**src/rtl/vga_arb_pkg.sv**
```systemverilog
// Shared types and default constants for the VGA/SDRAM arbiter slice.
package vga_arb_pkg;

  typedef enum logic [1:0] {
    IDLE       = 2'd0,
    DISP_ISSUE = 2'd1,
    DISP_DRAIN = 2'd2,
    WRITE      = 2'd3
  } arb_state_t;

  localparam int unsigned FB_WORDS_DEFAULT  = 640 * 480;
  localparam int unsigned BURST_LEN_DEFAULT = 16;
  localparam int unsigned LOW_WATER_DEFAULT = 128;

endpackage

```
**src/rtl/vga_fetch_addr_gen.sv**
```systemverilog
// Wrapping framebuffer read-address counter for display refill bursts.
module vga_fetch_addr_gen #(
  parameter int unsigned ADDR_W   = 25,
  parameter int unsigned FB_BASE  = 0,
  parameter int unsigned FB_WORDS = vga_arb_pkg::FB_WORDS_DEFAULT
) (
  input  logic              clk,
  input  logic              rst_n,
  input  logic              inc,
  input  logic              reload,
  output logic [ADDR_W-1:0] addr
);

  localparam logic [ADDR_W-1:0] BASE = ADDR_W'(FB_BASE);
  localparam logic [ADDR_W-1:0] LAST = ADDR_W'(FB_BASE + FB_WORDS - 1);

  always_ff @(posedge clk) begin
    if (!rst_n) begin
      addr <= BASE;
    end else if (reload) begin
      addr <= BASE;
    end else if (inc) begin
      addr <= (addr == LAST) ? BASE : addr + ADDR_W'(1);
    end
  end

endmodule

```
**src/rtl/vga_sdram_arbiter.sv**
```systemverilog
// Arbitrates the SDRAM Avalon master between VGA refill bursts and a single-word writer.
// Optional writer starvation guard: define VGA_ARB_STARVE_GUARD_EN.
module vga_sdram_arbiter
  import vga_arb_pkg::*;
#(
  parameter int unsigned ADDR_W       = 25,
  parameter int unsigned DATA_W       = 32,
  parameter int unsigned FIFO_LVL_W   = 10,
  parameter int unsigned FIFO_DEPTH   = 512,
  parameter int unsigned BURST_LEN    = BURST_LEN_DEFAULT,
  parameter int unsigned LOW_WATER    = LOW_WATER_DEFAULT,
  parameter int unsigned FB_BASE      = 0,
  parameter int unsigned FB_WORDS     = FB_WORDS_DEFAULT,
  parameter int unsigned MAX_DISP_RUN = 4
) (
  input  logic                  clk50,
  input  logic                  rst_n,
  input  logic                  frame_start,
  input  logic [FIFO_LVL_W-1:0] fifo_level,
  output logic                  fifo_wr,
  output logic [DATA_W-1:0]     fifo_wdata,
  output logic                  fifo_clr,
  input  logic                  wr_req,
  input  logic [ADDR_W-1:0]     wr_addr,
  input  logic [DATA_W-1:0]     wr_data,
  output logic                  wr_ack,
  output logic [ADDR_W-1:0]     avm_address,
  output logic                  avm_read,
  output logic                  avm_write,
  output logic [DATA_W-1:0]     avm_writedata,
  input  logic [DATA_W-1:0]     avm_readdata,
  input  logic                  avm_readdatavalid,
  input  logic                  avm_waitrequest
);

  localparam int unsigned PW = $clog2(BURST_LEN) + 1;
  localparam logic [FIFO_LVL_W-1:0] LOW_LVL  = FIFO_LVL_W'(LOW_WATER);
  localparam logic [FIFO_LVL_W-1:0] ROOM_LVL = FIFO_LVL_W'(FIFO_DEPTH - BURST_LEN);
  localparam logic [PW-1:0]         LAST_RD  = PW'(BURST_LEN - 1);

  arb_state_t state, state_nxt;

  logic [PW-1:0]     issue_cnt;
  logic [PW-1:0]     pend_cnt;
  logic              frame_pend;
  logic [ADDR_W-1:0] wr_addr_q;
  logic [DATA_W-1:0] wr_data_q;
  logic [ADDR_W-1:0] disp_addr;

  logic rd_acc;
  logic beat;
  logic urgent;
  logic room;
  logic clr;
  logic latch_wr;
  logic urgent_grant;
  logic force_wr;

  assign urgent = (fifo_level < LOW_LVL);
  assign room   = (fifo_level <= ROOM_LVL);
  assign rd_acc = (state == DISP_ISSUE) && !avm_waitrequest;
  // Beats with nothing outstanding (e.g. stale returns after a reset) are dropped here.
  assign beat   = avm_readdatavalid && (pend_cnt != '0);

`ifdef VGA_ARB_STARVE_GUARD_EN
  localparam int unsigned RW = $clog2(MAX_DISP_RUN + 1);
  logic [RW-1:0] run_cnt;

  assign force_wr = wr_req && (run_cnt == RW'(MAX_DISP_RUN));

  always_ff @(posedge clk50) begin
    if (!rst_n) begin
      run_cnt <= '0;
    end else if (latch_wr) begin
      run_cnt <= '0;
    end else if (urgent_grant && wr_req && (run_cnt != RW'(MAX_DISP_RUN))) begin
      run_cnt <= run_cnt + RW'(1);
    end
  end
`else
  assign force_wr = 1'b0;
`endif

  always_comb begin
    state_nxt    = state;
    clr          = 1'b0;
    latch_wr     = 1'b0;
    urgent_grant = 1'b0;
    case (state)
      IDLE: begin
        if (frame_pend) begin
          clr = 1'b1;
        end else if (urgent && !force_wr) begin
          state_nxt    = DISP_ISSUE;
          urgent_grant = 1'b1;
        end else if (wr_req) begin
          state_nxt = WRITE;
          latch_wr  = 1'b1;
        end else if (room) begin
          state_nxt = DISP_ISSUE;
        end
      end
      DISP_ISSUE: if (rd_acc && (issue_cnt == LAST_RD)) state_nxt = DISP_DRAIN;
      DISP_DRAIN: if (pend_cnt == '0) state_nxt = IDLE;
      WRITE:      if (!avm_waitrequest) state_nxt = IDLE;
      default:    state_nxt = IDLE;
    endcase
  end

  always_ff @(posedge clk50) begin
    if (!rst_n) begin
      state      <= IDLE;
      issue_cnt  <= '0;
      pend_cnt   <= '0;
      frame_pend <= 1'b0;
      wr_addr_q  <= '0;
      wr_data_q  <= '0;
    end else begin
      state      <= state_nxt;
      frame_pend <= frame_start | (frame_pend & ~clr);
      if (latch_wr) begin
        wr_addr_q <= wr_addr;
        wr_data_q <= wr_data;
      end
      if (rd_acc) begin
        issue_cnt <= (issue_cnt == LAST_RD) ? '0 : issue_cnt + PW'(1);
      end
      case ({rd_acc, beat})
        2'b10:   pend_cnt <= pend_cnt + PW'(1);
        2'b01:   pend_cnt <= pend_cnt - PW'(1);
        default: pend_cnt <= pend_cnt;
      endcase
    end
  end

  vga_fetch_addr_gen #(
    .ADDR_W   (ADDR_W),
    .FB_BASE  (FB_BASE),
    .FB_WORDS (FB_WORDS)
  ) u_addr_gen (
    .clk    (clk50),
    .rst_n  (rst_n),
    .inc    (rd_acc),
    .reload (clr),
    .addr   (disp_addr)
  );

  assign avm_read      = (state == DISP_ISSUE);
  assign avm_write     = (state == WRITE);
  assign wr_ack        = (state == WRITE) && !avm_waitrequest;
  assign avm_address   = avm_read  ? disp_addr :
                         avm_write ? wr_addr_q : '0;
  assign avm_writedata = avm_write ? wr_data_q : '0;
  assign fifo_clr      = clr;
  assign fifo_wr       = beat;
  assign fifo_wdata    = beat ? avm_readdata : '0;

endmodule

```
**config.mk**
```make
export PLATFORM = sky130hd
export DESIGN_NAME = vga_sdram_arbiter
export DESIGN_NICKNAME = d
export VERILOG_FILES = /design/src/rtl/vga_arb_pkg.sv /design/src/rtl/vga_fetch_addr_gen.sv /design/src/rtl/vga_sdram_arbiter.sv
export SDC_FILE = /design/constraint.sdc
export NUM_CORES = 1
export LEC_CHECK = 0
export BUFFER_PORTS_ARGS = -buffer_cell sky130_fd_sc_hd__buf_2
export CORE_ASPECT_RATIO = 0.9
export CORE_MARGIN = 2
export CORE_UTILIZATION = 50
export DETAILED_ROUTE_END_ITERATION = 10
export PLACE_DENSITY = 0.88
export SKIP_CTS_REPAIR_TIMING = 1
export SLEW_MARGIN = 20
export SYNTH_ARGS = -nofsm -noshare
export SYNTH_HDL_FRONTEND = slang
export SYNTH_HIERARCHICAL = 1
export SYNTH_SLANG_ARGS = --single-unit
export TNS_END_PERCENT = 10
```
**constraint.sdc**
```tcl
create_clock -name clk50 -period 3.6 [get_ports clk50]
set_clock_uncertainty 0.2 [all_clocks]
set_input_delay 0 -clock clk50 [delete_from_list [all_inputs] [get_ports clk50]]
set_output_delay 0 -clock clk50 [all_outputs]
set_load 0.05 [all_outputs]
```
; Word level (Yosys, flattened, before mapping)
; Index checks and enable logic that the tools add are counted.
[word_totals]
ff_bits = 95
wordCells = 61
[classes]
addsub = 4
magnitude_cmp = 2
eq_ne = 12
n_mux = 21
n_bitwise = 4
n_reduce_logical = 11
[ops]
columns = cell, count
row1 = 25-bit 2-to-1 mux, 3
row2 = 32-bit 2-to-1 mux, 2
row3 = 25-bit by 1-bit adder with 25-bit output (second input constant), 1
row4 = 25-bit by 19-bit == test with 1-bit output (second input constant), 1
row5 = 2-bit 2-to-1 mux, 7
row6 = 5-bit by 1-bit adder with 5-bit output (second input constant), 2
row7 = 10-bit by 9-bit <= comparator with 1-bit output (second input constant), 1
row8 = 10-bit by 8-bit < comparator with 1-bit output (second input constant), 1
row9 = 5-bit case mux with 2 select lines, 1
row10 = 2-bit case mux with 4 select lines, 1
row11 = 2-bit == test (second input constant), 3
row12 = 1-bit 2-to-1 mux, 6
row13 = 2-bit inequality test (second input constant), 3
row14 = 5-bit by 4-bit == test with 1-bit output (second input constant), 1
row15 = 5-bit logical NOT, 1
row16 = 5-bit 2-to-1 mux, 1
row17 = 5-bit AND reduction, 1
row18 = 5-bit nonzero test, 1
row19 = 5-bit by 1-bit subtractor with 5-bit output (second input constant), 1
row20 = 2-bit by 1-bit == test with 1-bit output (second input constant), 2
row21 = 1-bit logical AND, 4
row22 = 4-bit inequality test (second input constant), 1
row23 = 2-bit logical NOT, 1
row24 = 2-bit by 1-bit inequality test with 1-bit output (second input constant), 1
row25 = 6 further kinds, 7

; Depth between registers and ports, before layout
; Gate-level depths: netlist (run 1).
[depth]
word_depth = 6
ltp_mapped = 11
depth_no_buf = 9

; Hierarchy
; The synthesis (run 1) kept the hierarchy.
[modules_own_cells]
columns = module, instances, cells_each, area_each_um2
row1 = vga_sdram_arbiter, 1, 481, 3998.8
row2 = vga_fetch_addr_gen, 1, 138, 1237.4

; Worst setup path before layout (run 1)
; No wires, ideal clock.
[synth_timing]
path_kind = register to register
start = register pend_cnt[1]
end = register pend_cnt[4]
arrival_time_ps = 2790
required_ps = 3336
path_slack_ps = 546
path_stages_with_launch = 11
path_cell_list = dfxtp_1 > or4_4 > o21a_4 > buf_6 > ha_1 > buf_2 > xor2_1 > ha_1 > o2111a_1 > or4b_1 > nand4_1
[synth_between]
elab_chain_cells = 4
elab_cells_between_ends = 8
classes_between = add/sub: 2 / eq/ne: 2 / mux: 1 / reduce/logical: 3
[synth_rtl]
columns = item, line_no
row1 = "start, declared", vga_sdram_arbiter.sv:44  ; logic [PW-1:0] pend_cnt;
row2 = "start signal, assigned", vga_sdram_arbiter.sv:129  ; 2'b10: pend_cnt <= pend_cnt + PW'(1);
row3 = "start signal, assigned", vga_sdram_arbiter.sv:130  ; 2'b01: pend_cnt <= pend_cnt - PW'(1);
row4 = "start signal, assigned", vga_sdram_arbiter.sv:131  ; default: pend_cnt <= pend_cnt;
row5 = 5-bit nonzero test *, vga_sdram_arbiter.sv:63  ; assign beat = avm_readdatavalid && (pend_cnt != '0);
row6 = 1-bit logical AND *, vga_sdram_arbiter.sv:63
row7 = via fifo_wr, vga_sdram_arbiter.sv:20  ; output logic fifo_wr,
row8 = 2-bit by 1-bit == test with 1-bit output / 2-bit == test (equally long branches), vga_sdram_arbiter.sv:128  ; case ({rd_acc, beat})
row9 = 5-bit case mux with 2 select lines / 2-bit nonzero test (equally long branches), --
; Mark *: on every way through the listed nets, which the timed path passes. The rest lies on a longest branch.
; A chain may end at the register's enable or synchronous reset.

; Worst setup path after layout (run 1)
[layout_timing]
start = register pend_cnt[1]
end = register pend_cnt[4]
[layout_between]
elab_chain_cells = 4
elab_cells_between_ends = 8
classes_between = add/sub: 2 / eq/ne: 2 / mux: 1 / reduce/logical: 3
[layout_rtl]
columns = item
row1 = "parallel branches: the longest is 4 deep, another holds 5-bit by 1-bit subtractor with 5-bit output"
; Several ways; the timed one is not identified.

==> results of run 1 <==
## flip-flops by register name (all words and copies together) (netlist names)
name and count:
frame_pend 1, issue_cnt 5, wr_data_q 32, state 2, wr_addr_q 25, pend_cnt 5, u_addr_gen/addr 25
## power groups by stage
stage | combinational [µW] | sequential, µW | clock, µW
final | 1660 | 1200 | 883
after global routing | 1770 | 1210 | 932
after CTS | 1600 | 1200 | 894
after detailed placement | 1600 | 1220 | 0
after global placement | 1580 | 1210 | 0
after floorplan | 1360 | 1200 | 0
## tightest hold or removal path, delay by kind of cell
kind,cells,cell delay (ns)
and+or+nand+nor,3,0.49
AOI/OAI and AO/OA,1,0.05
buffers and inverters,1,0.07
## worst paths after layout
path,from,endpoint,slack (ns),cells after the start
max reg2reg,pend_cnt[1]$_SDFFE_PN0P_,pend_cnt[4]$_SDFFE_PN0P_,0.46,8
min,fifo_level[2],state[1]$_SDFFE_PN0P_,0.11,5
max,pend_cnt[1]$_SDFFE_PN0P_,pend_cnt[4]$_SDFFE_PN0P_,0.46,8
min reg2reg,issue_cnt[4]$_SDFFE_PN0P_,issue_cnt[4]$_SDFFE_PN0P_,0.24,2
## layout by cell type (no fill, tap or decap), drive strengths merged, types with 6 or more instances in the layout
cell	count
a21boi	60
a21oi	16
and2	36
and3	35
buf	203
clkbuf	9
dfxtp	95
dlygate4sd3	63
ha	6
mux2i	27
nand2	133
nand3	10
nand4	12
nor2	17
nor2b	30
o21ai	8
o31ai	9
or3	8
or4	11
xnor2	6
xor2	9
## layout make-up
cell class	instances	area [µm²]	share of cell area [%]
Inverter	2	20.0	0.283
Timing Repair Buffer	266	1660	23.5
Tap cell	129	161	2.28
Multi-Input combinational cell	475	3050	43.2
Clock inverter	7	47.5	0.672
Sequential cell	95	1900	26.9
Clock buffer	9	225	3.18
## per-layer routing
| layer | routed length [µm] | share of wire, % | vias up | GRT usage, % |
|---|---|---|---|---|
| met2 | 7700 | 52 | 210 | 40.3 |
| met4 | 378 | 2.5 | 0 | 5.32 |
| met5 | 0 | 0 | - | 0 |
| li1 | - | - | 2599 | - |
| met1 | 6020 | 41 | 2486 | 25.4 |
| met3 | 759 | 5.1 | 32 | 4.33 |
## cell usage after synthesis (all sizes together), types with 2 or more instances
| master | count |
|---|---|
| and2 | 36 |
| nor2 | 17 |
| mux2i | 27 |
| or3b | 2 |
| a21oi | 16 |
| o21a | 2 |
| nand2b | 3 |
| nor4b | 2 |
| nand4 | 12 |
| nand4b | 2 |
| or2 | 2 |
| dfxtp | 95 |
| clkbuf | 20 |
| xnor2 | 6 |
| ha | 6 |
| nor4 | 4 |
| o31ai | 9 |
| a21o | 2 |
| nor2b | 30 |
| and4 | 4 |
| or3 | 8 |
| and3 | 35 |
| xor2 | 9 |
| o211ai | 3 |
| o21ai | 8 |
| nand3 | 10 |
| or4 | 11 |
| nor3 | 3 |
| nor4bb | 2 |
| buf | 27 |
| a21boi | 60 |
| nand2 | 133 |
## metrics by stage
stage                     cell area, µm²  utilization, %
after floorplan                     5240               -
after global placement              6170            60.5
after detailed placement            6170            60.5
after CTS                           6440            63.1
after global routing                7070            69.3
final                               7070            69.3
## cell families after synthesis
logic type	share of synthesized area, %
mux	5.38
flops	36.3
compound gates	14.5
simple gates	34.4
buf+inv	5.52
xor+xnor	2.51
fa+ha+maj	1.43
==> flow_summary.yaml, run 1 <==
sta:
  timing.hold.ws_ns: 0.109
  final_hold_viol_count: 0
  maxSlewViolCount: 0
  fin_tns_setup_ns: 0
  final_period_minus_worst_setup_slack_ns: 3.14
  timing.final.ws_setup_ns: 0.464
  fmaxAchievable_mhz: 319
  tightestPinTransition_ns: 0.804
  slew-limit-headroom_pct: 46.4
  grt_setup_unrepaired: "false"
  finalSetupViolations: 0
  min_period_over_period_pct: 87.1
worst_setup_path:
  worst_ep_arrival_time_ns: 3.21
  crit_top_cell: "sky130_fd_sc_hd__ha_1"
  cpLargestDelayFamily: "simple AND/OR/NAND/NOR gates"
  timing.critical_path.cells: "or4_4, o21a_4, ha_1, xor2_1, ha_1, o2111a_1, or4_1, nand4_1"
  cp_num_buf_inv: 0
  critPathCaptureType: "flip-flop"
  critPathSlowestCell: "sky130_fd_sc_hd__or4_4"
  crit_path_start_kind: "flip-flop"
  worst-path-max-fanout: 35
  cpPeakStageDelay_ns: 0.56
  cp.required_ns: 3.68
  timing_worst_setup_path_type: "reg2reg"
pwr:
  power.clock.fraction_pct: 23.6
  power_frac_comb_pct: 44.4
  p_leak_uw: 0.00318
  p_total_uw: 3740
  power.density_mw_per_mm2: 529
  p_switching_uw: 1560
  worst_ir_drop_vdd_uv: 651
  seq_power_share_pct: 32.0
  int_power_uw: 2190
  switching_share_pct: 41.5
floorplan:
  die_width_um: 112
  core_ar_mm2: 0.0102
  fp.dieH_um: 101
  io_pins: 199
  initial_core_util_pct: 51.3
  design.die.area_mm2: 0.0113
  fp-row-count: 35
detailed_routing:
  ant_nets: 0
  routed_wire_length_per_instance_um: 15.1
  drc: 0
  vias_per_cell: 5.42
  firstDrtPassIters: 5
  via_count: 5327
  drtIter0Drc: 395
  drt-total-wl_um: 14900
clocking:
  clock_sink_count: 95
  clk_transition_reported_paths_ns: 0.07
  clk-insertion-delay-late_ns: 0.33
  clockRootBuffer: "sky130_fd_sc_hd__clkbuf_16"
  cts_tree: "yes"
  clock_tree_buf_depth: 2
  numCtsBuffers: 9
  clock_tree.htree_level_count: 3
run_status:
  status: "finished, final reports clean"
logic_synthesis:
  seq_area_frac_synth_pct: 36.3
  synth-edff-count: 0
  post_syn_area_mm2: 0.00524
  synthesis.yosys.warnings: 6
  ys_async_sr_fraction_pct: 0
  synth_top_cells_by_area: "sky130_fd_sc_hd__dfxtp_1 (36%), sky130_fd_sc_hd__nand2_1 (9.5%), sky130_fd_sc_hd__mux2i_1 (5.2%), sky130_fd_sc_hd__and2_4 (4.9%), sky130_fd_sc_hd__a21boi_0 (4.3%)"
  syn-mean-instance-area_um2: 8.46
  netlist.area_leader.share_pct: 36.3
  synth_cells: 619
  synth.lib_cells_used.distinct: 60
  post-synth-top-area-cell: "sky130_fd_sc_hd__dfxtp_1"
  postSynthNetCount: 730
  ys.flop_type: "sky130_fd_sc_hd__dfxtp_1"
  ys_seq_elements: 95
place:
  dp.cells: 904
  pre_cts_ws_ns: 0.476
  gpl.final_weighted_congestion: 0.835
  dpl_wire_length_um: 8790
  io_buffer_count: 198
cells_and_area:
  post_route_cells_drive_above_1_share_pct: 31.4
  final_net_count: 960
  area_delta_synth_final_pct: 35.1
  instances_no_fill: 983
  n_fill_cell: 760
  antenna_cells_inserted: 0
run:
  count_of_maximum_capacitance_violations: 0
grt:
  global_route.overflow_total: 0
  grt_antenna_before_repair: 0
  globalRouteTotalUtil_pct: 21.6
  grt_pass1_vias: 4518
  grt_start_max_net_pins: 76
  grt_pass1_wl_um: 20200
min_path:
  min-delay-path-class: "in2reg"
(Power assumes the default switching activity.)
==> run 2, diff against run 1 <==
--- a/config.mk
+++ b/config.mk
@@ -5,10 +5,13 @@
 export SDC_FILE = /design/constraint.sdc
 export NUM_CORES = 1
 export LEC_CHECK = 0
+export ABC_AREA = 1
 export BUFFER_PORTS_ARGS = -buffer_cell sky130_fd_sc_hd__buf_2
+export CELL_PAD_IN_SITES_DETAIL_PLACEMENT = 0
+export CELL_PAD_IN_SITES_GLOBAL_PLACEMENT = 1
 export CORE_ASPECT_RATIO = 0.9
 export CORE_MARGIN = 2
-export CORE_UTILIZATION = 50
+export CORE_UTILIZATION = 33
 export DETAILED_ROUTE_END_ITERATION = 10
 export PLACE_DENSITY = 0.88
 export SKIP_CTS_REPAIR_TIMING = 1
==> run 2 against run 1 <==
The run now ends with negative hold slack left; power grew 2.7%; largest power group unchanged; die area grew 39%; via count shrank 0.34%; sequential power grew 10%; first-iteration DRC count shrank 40%; combinational power is essentially flat; highest routed layer unchanged; flip-flop and latch count is the same; register-to-register slack gained 0.51 ns; cell count grew 21%; sequential share of layout area grew 0.52 points; area after synthesis shrank 6.9%; fmax grew 13%.
==> flow_summary.yaml, run 2 <==
run_status:
  status: "finished, violations left"
  failed_checks: "negative hold slack"
sta:
  maxSlewViolCount: 0
  finalSetupViolations: 0
  grt_setup_unrepaired: "false"
  fin_tns_setup_ns: 0
  final_period_minus_worst_setup_slack_ns: 2.78
  fmaxAchievable_mhz: 360
  timing.hold.ws_ns: -0.0290
  final_hold_viol_count: 2
  tightestPinTransition_ns: 0.814
  slew-limit-headroom_pct: 45.4
  min_period_over_period_pct: 77.1
worst_setup_path:
  cp_num_buf_inv: 3
  critPathSlowestCell: "sky130_fd_sc_hd__clkinv_1"
  rr_worst_depth: 12
  cp.required_ns: 3.40
  path_depth: 5
  crit_path_start_kind: "flip-flop"
  critPathCaptureType: "output port"
  timing_worst_setup_path_type: "reg2out"
  timing.critical_path.cells: "nand2_1, buf_4, clkinv_1, a22o_1, buf_2"
  cpLargestDelayFamily: "buffers and inverters"
  cpPeakStageDelay_ns: 0.76
  worst_ep_arrival_time_ns: 2.58
  worst-path-max-fanout: 34
pwr:
  p_total_uw: 3850
  worst_ir_drop_vdd_uv: 243
  power.density_mw_per_mm2: 555
  p_leak_uw: 0.00344
cells_and_area:
  largest_reg_flops: 32
  post_route_cells_drive_above_1_share_pct: 24.5
  instances_no_fill: 1188
  layout_commonest_cell: "sky130_fd_sc_hd__buf_2"
  max_flop_register: "wr_data_q"
  area_delta_synth_final_pct: 42.2
  antenna_cells_inserted: 0
  n_fill_cell: 1501
  final_cell_mix: "sky130_fd_sc_hd__buf_2 (198), sky130_fd_sc_hd__nor2_1 (194), sky130_fd_sc_hd__inv_1 (112)"
  largestRegisters: "wr_data_q x32, u_addr_gen/addr x25, wr_addr_q x25"
  utilization_pct: 47.6
  final_net_count: 1096
logic_synthesis:
  synth.lib_cells_used.distinct: 30
  syn-mean-instance-area_um2: 6.60
  ys.flop_type: "sky130_fd_sc_hd__dfxtp_1"
  netlist.area_leader.share_pct: 39.0
  post-synth-top-area-cell: "sky130_fd_sc_hd__dfxtp_1"
  yosys-top-cells-count: "sky130_fd_sc_hd__nor2_1 (194), sky130_fd_sc_hd__inv_1 (112), sky130_fd_sc_hd__dfxtp_1 (95)"
  ys_async_sr_fraction_pct: 0
  synth-edff-count: 0
  seq_area_frac_synth_pct: 39.0
  synth_cells: 738
  synthesis.yosys.warnings: 6
  post_syn_area_mm2: 0.00487
  synthMostInstantiatedCell: "sky130_fd_sc_hd__nor2_1"
  postSynthNetCount: 849
  ys_seq_elements: 95
  synth_top_cells_by_area: "sky130_fd_sc_hd__dfxtp_1 (39%), sky130_fd_sc_hd__nor2_1 (15%), sky130_fd_sc_hd__inv_1 (8.6%), sky130_fd_sc_hd__nand2_1 (6.9%), sky130_fd_sc_hd__o21ai_0 (6.4%)"
clocking:
  cts_tree: "yes"
  clock_tree.htree_level_count: 3
  numCtsBuffers: 9
  clock_sink_count: 95
  clock_tree_buf_depth: 2
  clockRootBuffer: "sky130_fd_sc_hd__clkbuf_16"
  clk_transition_reported_paths_ns: 0.06
  clk-insertion-delay-late_ns: 0.33
detailed_routing:
  drt-total-wl_um: 14700
  firstDrtPassIters: 5
  via_count: 5309
  vias_per_cell: 4.47
  drtIter0Drc: 238
  drc: 0
  ant_nets: 0
  routed_wire_length_per_instance_um: 12.4
floorplan:
  die_width_um: 132
  io_pins: 199
  design.die.area_mm2: 0.0158
  initial_core_util_pct: 33.5
  core_ar_mm2: 0.0146
  fp.dieH_um: 119
  fp-row-count: 42
place:
  io_buffer_count: 198
  dp.cells: 1111
  dpl_wire_length_um: 10200
  gpl.final_weighted_congestion: 0.782
grt:
  global_route.overflow_total: 0
  globalRouteTotalUtil_pct: 17.4
  grt_pass1_wl_um: 22600
  grt_pass1_vias: 4689
  grt_start_max_net_pins: 78
  grt_antenna_before_repair: 0
run:
  count_of_maximum_capacitance_violations: 0
min_path:
  min_path_cells: 5
  min-delay-path-class: "in2reg"
## run 2: cell types whose count changed after synthesis, moves of 25 or more
cell / before / now
sky130_fd_sc_hd__nand2_1: 133 / 89
sky130_fd_sc_hd__mux2i_1: 27 / 1
sky130_fd_sc_hd__and3_1: 35 / 0
sky130_fd_sc_hd__and2_4: 29 / 0
sky130_fd_sc_hd__nor2_1: 17 / 194
sky130_fd_sc_hd__a22o_1: 0 / 25
sky130_fd_sc_hd__inv_1: 1 / 112
sky130_fd_sc_hd__a21boi_1: 30 / 0
sky130_fd_sc_hd__o21ai_0: 8 / 62
sky130_fd_sc_hd__nor2b_1: 30 / 0
sky130_fd_sc_hd__a21oi_1: 14 / 46
sky130_fd_sc_hd__a21boi_0: 30 / 1
## run 2: per-layer routing
layer  vias to the layer above  share of wire, %  GRT usage, %
met4                         0              0.59          3.19
met5                         -                 0             0
met1                      2380                47          23.2
met3                         8               4.2          4.34
met2                       122                48          28.8
li1                       2799                 -             -
## run 2: through the flow
step	instance area (µm²)	worst slack, ns
2_1_floorplan	4870	0.951
3_3_place_gp	6040	1.08
3_5_place_dp	6040	0.999
4_1_cts	6320	0.806
5_1_grt	6930	0.634
6_report	6930	0.824
## run 2: worst register-to-register path, cell delays in order (launching register included)
cell and delay (ns):
sky130_fd_sc_hd__dfxtp_1 0.42, sky130_fd_sc_hd__inv_2 0.08, sky130_fd_sc_hd__nor2_2 0.08, sky130_fd_sc_hd__buf_4 0.32
sky130_fd_sc_hd__nand2_2 0.18, sky130_fd_sc_hd__inv_1 0.41, sky130_fd_sc_hd__nand2_1 0.12, sky130_fd_sc_hd__inv_1 0.07
sky130_fd_sc_hd__nand2_1 0.05, sky130_fd_sc_hd__nor2_1 0.11, sky130_fd_sc_hd__nand2_2 0.09, sky130_fd_sc_hd__o21ai_4 0.30
sky130_fd_sc_hd__nor2_1 0.10
## run 2: cell families (layout without fill, tap and decap cells)
logic type,Yosys count,in the layout,synth area share [%]
buffers and inverters,147,399,11.7
adder cells (fa/ha/maj),6,6,1.54
XOR/XNOR,13,13,2.34
flip-flops,95,95,39.0
AND/OR/NAND/NOR,339,339,28.9
multiplexers,1,1,0.205
AO/OA/AOI/OAI,137,137,16.4
## run 2: cell type report
class | instances | area, µm² | area share [%]
clock inverter | 7 | 48.8 | 0.704
sequential | 95 | 1900 | 27.4
timing repair buffer | 265 | 1660 | 23.9
tap | 198 | 248 | 3.58
inverter | 118 | 443 | 6.39
multi-input combinational | 496 | 2400 | 34.7
clock buffer | 9 | 225 | 3.25
## run 2: worst paths after layout
path | from | slack (ns) | endpoint
max | state[0]$_SDFFE_PN0P_ | 0.82 | avm_address[18]
min | avm_waitrequest | -0.03 | issue_cnt[1]$_SDFFE_PN0P_
max reg2reg | state[0]$_SDFFE_PN0P_ | 0.97 | u_addr_gen/addr[9]$_SDFFE_PP0P_
min reg2reg | issue_cnt[4]$_SDFFE_PN0P_ | 0.24 | issue_cnt[4]$_SDFFE_PN0P_
## run 2: power breakdown
| group | internal [µW] | switching (µW) |
|---|---|---|
| sequential | 1230 | 94.0 |
| combinational | 455 | 1190 |
| clock | 469 | 406 |
==> run 3, diff against run 2 <==
==> constraint.sdc (replaced) <==
create_clock -name clk50 -period 2.83 [get_ports clk50]
set_clock_uncertainty 0.2 [all_clocks]
set_input_delay 0 -clock clk50 [delete_from_list [all_inputs] [get_ports clk50]]
set_output_delay 0 -clock clk50 [all_outputs]
set_load 0.05 [all_outputs]
==> run 3 against run 2 <==
The run still ends with negative hold slack left; combinational power increased by 27%; cell count unchanged; global-route usage increased by 0.19 points; die area unchanged; setup slack got worse by 0.37 ns; critical path type unchanged; critical endpoint is now avm_address[11].
==> flow_summary.yaml, run 3 (synthesis results as in run 2) <==
run_status:
  failed_checks: "negative hold slack"
  status: "finished, violations left"
floorplan:
  design.die.area_mm2: 0.0158
  core_ar_mm2: 0.0146
  die_width_um: 132
  fp.dieH_um: 119
  io_pins: 199
  fp-row-count: 42
  initial_core_util_pct: 33.5
detailed_routing:
  drt-total-wl_um: 15000
  ant_nets: 0
  vias_per_cell: 4.40
  via_count: 5223
  firstDrtPassIters: 4
  drc: 0
  drtIter0Drc: 261
  routed_wire_length_per_instance_um: 12.6
cells_and_area:
  post_route_cells_drive_above_1_share_pct: 24.3
  utilization_pct: 47.5
  antenna_cells_inserted: 0
  largest_reg_flops: 32
  largestRegisters: "wr_data_q x32, u_addr_gen/addr x25, wr_addr_q x25"
  final_net_count: 1096
  final_cell_mix: "sky130_fd_sc_hd__buf_2 (198), sky130_fd_sc_hd__nor2_1 (194), sky130_fd_sc_hd__inv_1 (112)"
  layout_commonest_cell: "sky130_fd_sc_hd__buf_2"
  max_flop_register: "wr_data_q"
  area_delta_synth_final_pct: 41.8
worst_setup_path:
  timing_worst_setup_path_type: "reg2out"
  rr_worst_depth: 14
  worst_ep_arrival_time_ns: 2.17
  critPathLaunch: "state[0]$_SDFFE_PN0P_"
  regToRegEndpoint: "pend_cnt[4]$_SDFFE_PN0P_"
  worst-path-max-fanout: 26
  worst-r2r-setup-slack_ns: 0.57
  r2r-start: "state[0]$_SDFFE_PN0P_"
  critPathCaptureType: "output port"
  cp.required_ns: 2.63
  crit_path_start_kind: "flip-flop"
  cp-endpoint: "avm_address[11]"
run:
  count_of_maximum_capacitance_violations: 0
sta:
  grt_setup_unrepaired: "false"
  fin_tns_setup_ns: 0
  tightestPinTransition_ns: 0.817
  maxSlewViolCount: 0
  min_period_over_period_pct: 83.8
  timing.hold.ws_ns: -0.0348
  final_hold_viol_count: 3
  slew-limit-headroom_pct: 45.2
  final_period_minus_worst_setup_slack_ns: 2.37
  fmaxAchievable_mhz: 422
  finalSetupViolations: 0
min_path:
  min-delay-start: "fifo_level[9]"
  min-delay-path-class: "in2reg"
clocking:
  clk_transition_reported_paths_ns: 0.06
  clock_sink_count: 95
  numCtsBuffers: 9
  cts_tree: "yes"
  clock_tree_buf_depth: 2
  clockRootBuffer: "sky130_fd_sc_hd__clkbuf_16"
  clock_tree.htree_level_count: 3
  clk-insertion-delay-late_ns: 0.35
grt:
  grt_start_max_net_pins: 78
  grt_pass1_wl_um: 22700
  globalRouteTotalUtil_pct: 17.6
  global_route.overflow_total: 0
  grt_antenna_before_repair: 0
  grt_pass1_vias: 4634
pwr:
  worst_ir_drop_vdd_uv: 280
  power.density_mw_per_mm2: 707
  p_total_uw: 4890
  p_leak_uw: 0.00344
place:
  dpl_wire_length_um: 10100
  gpl.final_weighted_congestion: 0.837
  io_buffer_count: 198
run 3: cell types whose count changed in the layout (fill, tap and decap cells not counted), sizes merged:
cell,before,now
clkbuf,9,12
clkinv,6,4
inv,118,117
dlygate4sd3,61,60
buf,204,205
run 3: area by class of cell:
cell class | instances | area, µm²
fillers | 1463 | 7640
multi-input cells | 496 | 2400
flip-flops and latches | 95 | 1900
repair buffers | 265 | 1660
inverters | 118 | 443
well taps | 198 | 248
clock buffers | 12 | 236
clock inverters | 4 | 22.5
run 3: worst min-delay path by stage:
stage | to | cells after the start
2_1_floorplan | frame_pend$_SDFF_PN0_ | 2
3_3_place_gp | wr_addr_q[15]$_SDFFE_PN0P_ | 3
3_5_place_dp | wr_addr_q[12]$_SDFFE_PN0P_ | 3
4_1_cts | wr_addr_q[15]$_SDFFE_PN0P_ | 3
5_1_grt | issue_cnt[1]$_SDFFE_PN0P_ | 5
6_report | state[0]$_SDFFE_PN0P_ | 6
run 3: stage by stage:
step	cells	area, µm²	setup WS [ns]
CTS	1128	6310	0.438
detailed placement	1112	6050	0.612
global route	1188	6910	0.271
floorplan	738	4870	0.181
finish	1188	6910	0.458
global placement	1112	6050	0.664
run 3: metal layers:
layer	up-vias	GRT usage (%)	part of all wire [%]
met2	105	27.9	47
met3	15	4.73	4.2
met1	2314	23.8	48
met4	0	4.35	1.4
met5	-	0	0
li1	2789	-	-
run 3: worst max-delay path, stage by stage (launching register included):
cell                       delay [ns]
sky130_fd_sc_hd__dfxtp_1         0.36
sky130_fd_sc_hd__nand2_1         0.12
sky130_fd_sc_hd__clkinv_1        0.65
sky130_fd_sc_hd__a22o_1          0.46
sky130_fd_sc_hd__buf_2           0.22
run 3: report_power, final:
part           internal (µW)  switching, µW
combinational            580           1520
sequential              1560            116
clock                    592            511
total                   2740           2150
